--- src/rtl/addsub_seq_ctrl.sv ---
// Multi-precision add/subtract sequencer driving one shared WORD_W adder.
// Processes one word per clock, LSW first, chaining a registered carry.
module addsub_seq_ctrl #(
  parameter int WORD_W = 16,
  parameter int NWORDS = 4
) (
  input  logic                       clk,
  input  logic                       rst_n,
  input  logic                       start,
  input  logic                       sub,
  input  logic [WORD_W*NWORDS-1:0]   a,
  input  logic [WORD_W*NWORDS-1:0]   b,
  output logic [WORD_W-1:0]          add_x,
  output logic [WORD_W-1:0]          add_y,
  output logic                       add_cin,
  input  logic [WORD_W-1:0]          add_s,
  input  logic                       add_cout,
  output logic                       busy,
  output logic                       done,
  output logic [WORD_W*NWORDS-1:0]   result,
  output logic                       carry_out,
  output logic                       overflow
);

  localparam int OPW = WORD_W * NWORDS;
  localparam int IW  = (NWORDS > 1) ? $clog2(NWORDS) : 1;

  typedef enum logic [1:0] {
    IDLE,
    RUN,
    DONE
  } state_t;

  state_t          state;
  state_t          nxt;
  logic [IW-1:0]   idx;
  logic            carry;
  logic [OPW-1:0]  la;
  logic [OPW-1:0]  lb;
  logic            lsub;
  logic            last;
  logic            accept;

  assign last   = (idx == IW'(NWORDS - 1));
  assign accept = start && (state != RUN);
  assign busy   = (state == RUN);
  assign done   = (state == DONE);

  always_comb begin
    nxt = state;
    unique case (state)
      IDLE: if (start) nxt = RUN;
      RUN:  if (last) nxt = DONE;
      DONE: nxt = start ? RUN : IDLE;
      default: nxt = IDLE;
    endcase
  end

  // Adder inputs are forced to zero outside RUN
  always_comb begin
    add_x   = '0;
    add_y   = '0;
    add_cin = 1'b0;
    if (state == RUN) begin
      add_x   = la[int'(idx)*WORD_W +: WORD_W];
      add_y   = lsub ? ~lb[int'(idx)*WORD_W +: WORD_W]
                     :  lb[int'(idx)*WORD_W +: WORD_W];
      add_cin = (idx == '0) ? lsub : carry;
    end
  end

  always_ff @(posedge clk or negedge rst_n) begin
    if (!rst_n) begin
      state     <= IDLE;
      idx       <= '0;
      carry     <= 1'b0;
      la        <= '0;
      lb        <= '0;
      lsub      <= 1'b0;
      result    <= '0;
      carry_out <= 1'b0;
      overflow  <= 1'b0;
    end else begin
      state <= nxt;
      if (accept) begin
        la        <= a;
        lb        <= b;
        lsub      <= sub;
        idx       <= '0;
        carry     <= 1'b0;
        result    <= '0;
        carry_out <= 1'b0;
        overflow  <= 1'b0;
      end else if (state == RUN) begin
        result[int'(idx)*WORD_W +: WORD_W] <= add_s;
        carry <= add_cout;
        if (last) begin
          idx       <= '0;
          carry_out <= add_cout;
          overflow  <= (add_x[WORD_W-1] == add_y[WORD_W-1]) &&
                       (add_s[WORD_W-1] != add_x[WORD_W-1]);
        end else begin
          idx <= idx + IW'(1);
        end
      end
    end
  end

endmodule

--- config.mk ---
export PLATFORM = sky130hd
export DESIGN_NAME = addsub_seq_ctrl
export DESIGN_NICKNAME = d
export VERILOG_FILES = /design/src/rtl/addsub_seq_ctrl.sv
export SDC_FILE = /design/constraint.sdc
export NUM_CORES = 1
export LEC_CHECK = 0
export ABC_CLOCK_PERIOD_IN_PS = 3200
export CORE_MARGIN = 5
export CORE_UTILIZATION = 48
export CTS_BUF_LIST = sky130_fd_sc_hd__clkbuf_8 sky130_fd_sc_hd__clkbuf_16
export DETAILED_ROUTE_END_ITERATION = 6
export PLACE_DENSITY_LB_ADDON = 0.08
export SLEW_MARGIN = 20
export SYNTH_ARGS = -nofsm -noshare
export SYNTH_HDL_FRONTEND = slang
export SYNTH_SLANG_ARGS = --single-unit
--- constraint.sdc ---
create_clock -name clk -period 3.2 [get_ports clk]
set_clock_uncertainty 0.15 [all_clocks]
set_input_delay 0.48 -clock clk [delete_from_list [all_inputs] [get_ports clk]]
set_output_delay 0.48 -clock clk [all_outputs]
set_load 0.1 [all_outputs]
Word-level counts from Yosys, hierarchy flattened
Index checks and enable logic that the tools add are counted.

Bits in registers: 200. Input bits: 149. Logic and storage cells: 55. Bits in read-only memories: 0. Bits in latches: 0. Memory bits (writable): 0. Memories: 0.

Order comparisons: 0. Reduce and logical (&&, ||, !) cells: 8. Multipliers: 0. Mux-type cells: 23. Shifts and indexed selects: 4. Bitwise operators: 1. Div/mod/pow operators: 0. Eq/ne operators: 8. Add/sub/neg operators: 2.

Operators by type and width (count): 64-bit two-way mux (2); 64-bit by 7-bit indexed part select with 16-bit output (2); 64-bit bitwise mux (1); 16-bit by 33-bit variable shift with 64-bit output (first input constant) (1); 16-bit by 33-bit indexed part select with 64-bit output (1); 16-bit two-way mux (3); 6-bit negator with 33-bit output (1); 16-bit NOT (1); 1-bit two-way mux (11); 2-bit two-way mux (5); 2-bit one-hot mux with 3 select lines (1); 2-bit equality test (second input constant) (2); 2-bit logical NOT (2); 2-bit by 1-bit inequality test with 1-bit output (second input constant) (2); 2-bit AND reduction (2); 2-bit nonzero test (2); 2-bit by 1-bit adder with 2-bit output (second input constant) (1); 2-bit by 1-bit equality test with 1-bit output (second input constant) (1); 1-bit logical AND (2); 2-bit inequality test (second input constant) (1); 1-bit equality test (1); 1-bit inequality test (1).

Depth between registers and ports, before layout
Gate-level depths: netlist of run 1.

Depth after elaboration: 9. Depth in mapped cells: 8.

Worst setup path before layout of run 1
Ideal clock, no wire load.

Kind: register to output. From: reg idx[1]. To: out add_cin. Stages on the path, launching flop included: 8. Arrival time: 2.956 ns. Buffers on the path: 3. Setup slack: -0.386 ns. Path through: dfrtp_1 -> clkbuf_1 -> clkbuf_1 -> inv_1 -> ha_1 -> clkbuf_1 -> mux2i_1 -> nor2_1.

Word-level cells in the longest chain between the ends: 3.

Ends and longest elaborated chain: from (decl) (RTL line 36) `logic [IW-1:0] idx;`; from (signal assigned) (RTL line 103) `idx <= idx + IW'(1);`; 2-bit logical NOT (RTL line 68) `add_cin = (idx == '0) ? lsub : carry;`; 1-bit two-way mux (RTL line 68); 1-bit two-way mux (RTL line 64) `if (state == RUN) begin`; to (decl) (RTL line 15) `output logic add_cin,`.

No other way between the ends.

Worst setup path in the final report of run 1
From: reg idx[0]. To: out add_x[12].

Word-level cells in the longest chain between the ends: 2.

Ends and longest elaborated chain: 64-bit by 7-bit indexed part select with 16-bit output (RTL line 65) `add_x = la[int'(idx)*WORD_W +: WORD_W];`; 16-bit two-way mux (RTL line 64); to (decl) (RTL line 13) `output logic [WORD_W-1:0] add_x,`.

No other way between the ends.

==> flow_metrics.env, run 1 <==
export IMPL_outcome="complete, no violations"
export IMPL_hold_class="reg2reg"
export IMPL_dieArea_um2=20900
export IMPL_yosys_area_share_simple=0.214
export IMPL_syn_inst=844
export IMPL_setup_violations=0
export IMPL_antenna_found_initial=1
export IMPL_synth_xor_area_frac=0.0161
export IMPL_synth_top_family_by_area="simple AND/OR/NAND/NOR gates"
export IMPL_drt_total_wl_um=23100
export IMPL_setup_tns_ns=0
export IMPL_cts_tree="built"
export IMPL_final_nets=1239
export IMPL_route_detailed_drc=0
export IMPL_portBuffers=249
export IMPL_crit_required_ns=2.57
export IMPL_ys_warn_count=0
export IMPL_cts_sinks=200
export IMPL_cts_resized=0
export IMPL_cp_arrival_ns=2.36
export IMPL_whs_ns=0.318
export IMPL_drive_above_1_share=0.189
export IMPL_initial_core_util=0.487
export IMPL_cts_root_buffer="clkbuf_16"
export IMPL_htreeDepth=4
export IMPL_yosysUniqueCellTypes=30
export IMPL_fp_row_count=49
export IMPL_die_h_um=145
export IMPL_via_count=6736
export IMPL_fillers=1403
export IMPL_synth_area_leaders="dfrtp_1 (57%), nand2_1 (17%), mux4_2 (7.8%)"
export IMPL_grt_util_met3=0.0601
export IMPL_coreArea_um2=17900
export IMPL_crit_type="reg2out"
export IMPL_syn_num_nets=999
export IMPL_wl_per_cell_um=17.4
export IMPL_start_kind="register"
export IMPL_hold_buffers=1
export IMPL_gp_congestion=0.790
export IMPL_final_seq_area_um2=5010
export IMPL_globalRouteMet1Util=0.302
export IMPL_final_cell_count_no_fill=1326
export IMPL_synthAdderAreaFrac=0.00862
export IMPL_post_route_period_util=0.934
export IMPL_hold_violations=0
export IMPL_syn_area_per_cell_um2=10.3
export IMPL_dp_hpwl_um=16300
export IMPL_synth_compound_area_frac=0.0701
export IMPL_drtPass1Iterations=4
export IMPL_rsz0062_at_grt="no"
export IMPL_syn_to_final_growth_pct=40.8
export IMPL_synth_top_area_frac=0.575
export IMPL_cts_buffers=17
export IMPL_crit_path_max_fanout=15
export IMPL_io_pins=250
export IMPL_dp_cells=1293
export IMPL_post_route_util=0.685
export IMPL_postCtsSetupRepairBufs=0
export IMPL_die_x_um=145
export IMPL_n_antenna_cell=0
export IMPL_drtAntennaViolNets=0
export IMPL_fin_crit_ns=2.99
export IMPL_track_usage=0.225
export IMPL_crit_path_end_kind="output port"
export IMPL_grt_pass1_wl_um=36400
export IMPL_synth_seq_cells=200
export IMPL_ys_seq_area_frac=0.575
export IMPL_worstSkewPairLatency_ns=0.42
export IMPL_synth_largest_area_cell="dfrtp_1"
export IMPL_overflow=0
export IMPL_drt_iter0_markers=327
export IMPL_fmaxAchievable_mhz=335
export IMPL_multi_input_area_um2=3480
export IMPL_grt_max_degree=76
export IMPL_muxShareOfSynthArea=0.0848
export IMPL_slew_headroom=0.311
export IMPL_maxCapViolCount=0
export IMPL_cts_buffer_depth=2
export IMPL_first_global_vias=6915
export IMPL_top_usage_layer="met2"
export IMPL_tightest_slew_ns=1.03
export IMPL_synth_area_um2=8710
export IMPL_via_per_inst=5.08
export IMPL_maxSlewViolCount=0
export IMPL_clkSlewWorstSetupHoldPaths_ns=0.07
export IMPL_gr_usage_met2=0.365
synthesized netlist by cell type:
cell type    n
a21oi_1      4
a22o_1      64
and2_1      15
buf_1        1
buf_2       25
buf_4        3
buf_6        2
clkbuf_1    21
clkinv_1     1
dfrtp_1    200
ha_1         6
inv_1        5
mux2i_1      1
mux4_1       2
mux4_2      30
nand2_1    397
nand2b_1     1
nand3_1      5
nand3b_1     1
nor2_1      17
nor2_2       1
nor2b_1     17
nor3_2       2
nor4b_2      1
nor4b_4      1
o2111ai_1    1
o22ai_1      1
o31ai_1      2
or4_1        1
xnor2_1     16
worst paths after layout:
| path | from | end | slack, ns | cells after the start |
|---|---|---|---|---|
| worst min register to register | la[31] | la[31] | 0.32 | 2 |
| worst min-delay path | la[31] | la[31] | 0.32 | 2 |
| worst max register to register | idx[0] | result[44] | 0.51 | 5 |
| worst max-delay path | idx[0] | add_x[12] | 0.21 | 4 |
| min in group asynchronous | rst_n | lb[54] | 0.49 | 2 |
| max in group asynchronous | rst_n | result[7] | 1.59 | 3 |
layout by cell type, fill, tap and decap left out, types with 2 or more instances in the layout:
cell type and count:
mux4_1 2, clkinvlp_4 5, a21oi_1 4, buf_4 86, nor2b_1 17, a22o_1 64, dfrtp_2 2, inv_1 7
dfrtp_1 198, o31ai_1 2, clkdlybuf4s50_1 147, nor2_1 4, ha_1 6, and2_1 15, nor2_2 13, buf_12 38
nand3_1 5, inv_6 3, clkinv_2 2, nand2_1 396, clkbuf_16 17, clkbuf_8 2, mux4_2 30, xnor2_1 16
layer usage:
layer  share of wire  vias to the layer above  wire [um]
met3           0.080                       24       1860
met2            0.48                      203      11100
met5         0.00056                        -         13
met1            0.42                     3247       9670
met4           0.018                        2        420
li1                -                     3260          -
cell families (layout without fill, tap and decap cells):
group	after synthesis	count (layout)
flip-flops	200	200
AO/OA/AOI/OAI	72	72
buffers and inverters	58	311
XOR/XNOR	16	16
adder cells (fa/ha/maj)	6	6
multiplexers	33	33
AND/OR/NAND/NOR	459	459
worst max-delay path: stages, from the launching register on:
cell	delay, ns
dfrtp_2	0.62
buf_4	0.38
mux4_2	0.56
and2_1	0.20
buf_12	0.17
through the flow:
step | cell area, um^2 | worst slack (ns)
after floorplan | 8740 | 0.0626
after global placement | 11700 | 0.534
after detailed placement | 11700 | 0.418
after CTS | 12300 | 0.142
after global routing | 12300 | 0.0451
final | 12300 | 0.212
registers in the layout, indices dropped and copies added (netlist names):
name,flops
state,2
lb,64
idx,2
overflow,1
result,64
carry,1
lsub,1
la,64
carry_out,1
area by class of cell:
type,instances,share of cell area
clock buffers,18,0.0358
clock inverters,14,0.0100
inverters,6,0.00184
multi-input cells,586,0.284
flip-flops and latches,200,0.408
well taps,229,0.0234
repair buffers,273,0.237
Power of run 1 is not shown: default switching activity piles up to over one toggle a cycle in this logic, so the estimate is an artifact.
==> run 2: changes to the inputs <==
--- a/config.mk
+++ b/config.mk
@@ -6,6 +6,7 @@
 export NUM_CORES = 1
 export LEC_CHECK = 0
 export ABC_CLOCK_PERIOD_IN_PS = 3200
+export CAP_MARGIN = 25
 export CORE_MARGIN = 5
 export CORE_UTILIZATION = 48
 export CTS_BUF_LIST = sky130_fd_sc_hd__clkbuf_8 sky130_fd_sc_hd__clkbuf_16
==> flow_metrics.env, run 2 (synthesis results as in run 1) <==
export IMPL_reg2reg_to="result[25]"
export IMPL_timing_critical_path_cells="buf_4, mux4_2, and2_1, buf_12"
export IMPL_first_global_vias=7028
export IMPL_die_x_um=145
export IMPL_dp_slack_ns=0.481
export IMPL_via_count=6768
export IMPL_drtPass1Iterations=4
export IMPL_worstSkewPairLatency_ns=0.42
export IMPL_hold_class="reg2reg"
export IMPL_r2r_slack_ns=0.71
export IMPL_clkSlewWorstSetupHoldPaths_ns=0.07
export IMPL_antenna_found_initial=1
export IMPL_fmaxAchievable_mhz=333
export IMPL_final_common_cell="nand2_1"
export IMPL_hold_violations=0
export IMPL_io_pins=250
export IMPL_post_route_period_util=0.939
export IMPL_cp_arrival_ns=2.38
export IMPL_overflow=0
export IMPL_via_per_inst=5.11
export IMPL_drt_iter0_markers=377
export IMPL_outcome="complete, no violations"
export IMPL_fin_crit_ns=3.01
export IMPL_cts_resized=0
export IMPL_drtAntennaViolNets=0
export IMPL_drt_total_wl_um=23000
export IMPL_start_kind="register"
export IMPL_fp_row_count=49
export IMPL_initial_core_util=0.487
export IMPL_grt_max_degree=76
export IMPL_route_detailed_drc=0
export IMPL_wl_per_cell_um=17.4
export IMPL_maxSlewViolCount=0
export IMPL_track_usage=0.227
export IMPL_final_cell_mix="nand2_1 (396), dfrtp_1 (198), clkdlybuf4s50_1 (147)"
export IMPL_n_antenna_cell=0
export IMPL_htreeDepth=4
export IMPL_crit_type="reg2out"
export IMPL_reg2reg_from="idx[0]"
export IMPL_crit_path_max_fanout=15
export IMPL_rsz0062_at_grt="no"
export IMPL_syn_to_final_growth_pct=41.3
export IMPL_cts_root_buffer="clkbuf_16"
export IMPL_tightest_slew_ns=0.678
export IMPL_min_from="lb[38]"
export IMPL_maxCapViolCount=0
export IMPL_dp_hpwl_um=16300
export IMPL_reg2regPathDepth=6
export IMPL_crit_slowest_cell="dfrtp_2"
export IMPL_slew_headroom=0.547
export IMPL_crit_path_end_kind="output port"
export IMPL_critPathMaxStageDelay_ns=0.64
export IMPL_drive_above_1_share=0.190
export IMPL_setup_violations=0
export IMPL_reg_top3="la x64, lb x64, result x64"
export IMPL_hold_depth=2
export IMPL_final_nets=1240
export IMPL_coreArea_um2=17900
export IMPL_cts_buffers=17
export IMPL_grt_pass1_wl_um=36800
export IMPL_cts_sinks=200
export IMPL_portBuffers=249
export IMPL_gp_congestion=0.790
export IMPL_cts_tree="built"
export IMPL_crit_required_ns=2.57
export IMPL_dieArea_um2=20900
export IMPL_cts_buffer_depth=2
export IMPL_die_h_um=145
export IMPL_setup_tns_ns=0
export IMPL_fin_ws_ns=0.194
export IMPL_fillers=1414
export IMPL_holdPathEnd="lb[38]"
run 2: changes by cell type in the layout (fill, tap and decap cells not counted), sizes merged:
| cell | before | now |
|---|---|---|
| clkinvlp | 5 | 2 |
| clkbuf | 19 | 20 |
| clkinv | 3 | 2 |
| bufinv | 1 | 2 |
| buf | 124 | 125 |
run 2: critical path: cells and delay by family (launching register included):
kind | cells | cell delay, ns
DFF | 1 | 0.64
buffers and inverters | 2 | 0.56
muxes | 1 | 0.54
and+or+nand+nor | 1 | 0.21
run 2: repair_timing:
item / 4_1_cts / 5_1_grt
hold buffers: 1 / 0
buffers inserted: 0 / 0
endpoints found under the hold margin: 72 / 0
run 2: stage by stage:
step	cells	util	instance area (um^2)	hold slack, ns
finish	1325	0.687	12300	0.322
global route	1325	0.687	12300	0.346
CTS	1325	0.687	12300	0.324
detailed placement	1294	0.653	11700	0.306
global placement	1293	0.653	11700	0.302
floorplan	844	-	8740	0.0344
run 2: area by class of cell:
class	count	area (um^2)	share of cell area
sequential	200	5010	0.407
timing repair buffer	274	2910	0.237
tap	229	287	0.0233
clock buffer	19	453	0.0368
inverter	6	22.5	0.00183
multi-input combinational	586	3480	0.283
clock inverter	11	139	0.0113
run 2: layer usage:
metal	track usage	part of all wire	vias to the layer above
met2	0.367	0.49	199
met4	0.0673	0.015	2
met1	0.305	0.42	3297
met5	0	0.00056	-
met3	0.0605	0.076	20
li1	-	-	3250
run 2: worst max path at each step:
stage	from	end	slack [ns]	depth (start not counted)
detailed placement	idx[0]	result[46]	0.48	5
floorplan	idx[1]	add_y[1]	0.06	5
global placement	idx[0]	result[25]	0.53	5
finish	idx[0]	add_x[10]	0.19	4
CTS	idx[0]	add_x[11]	0.15	4
global route	idx[0]	add_y[1]	0.02	5
Power of run 2 is left out for the same reason.
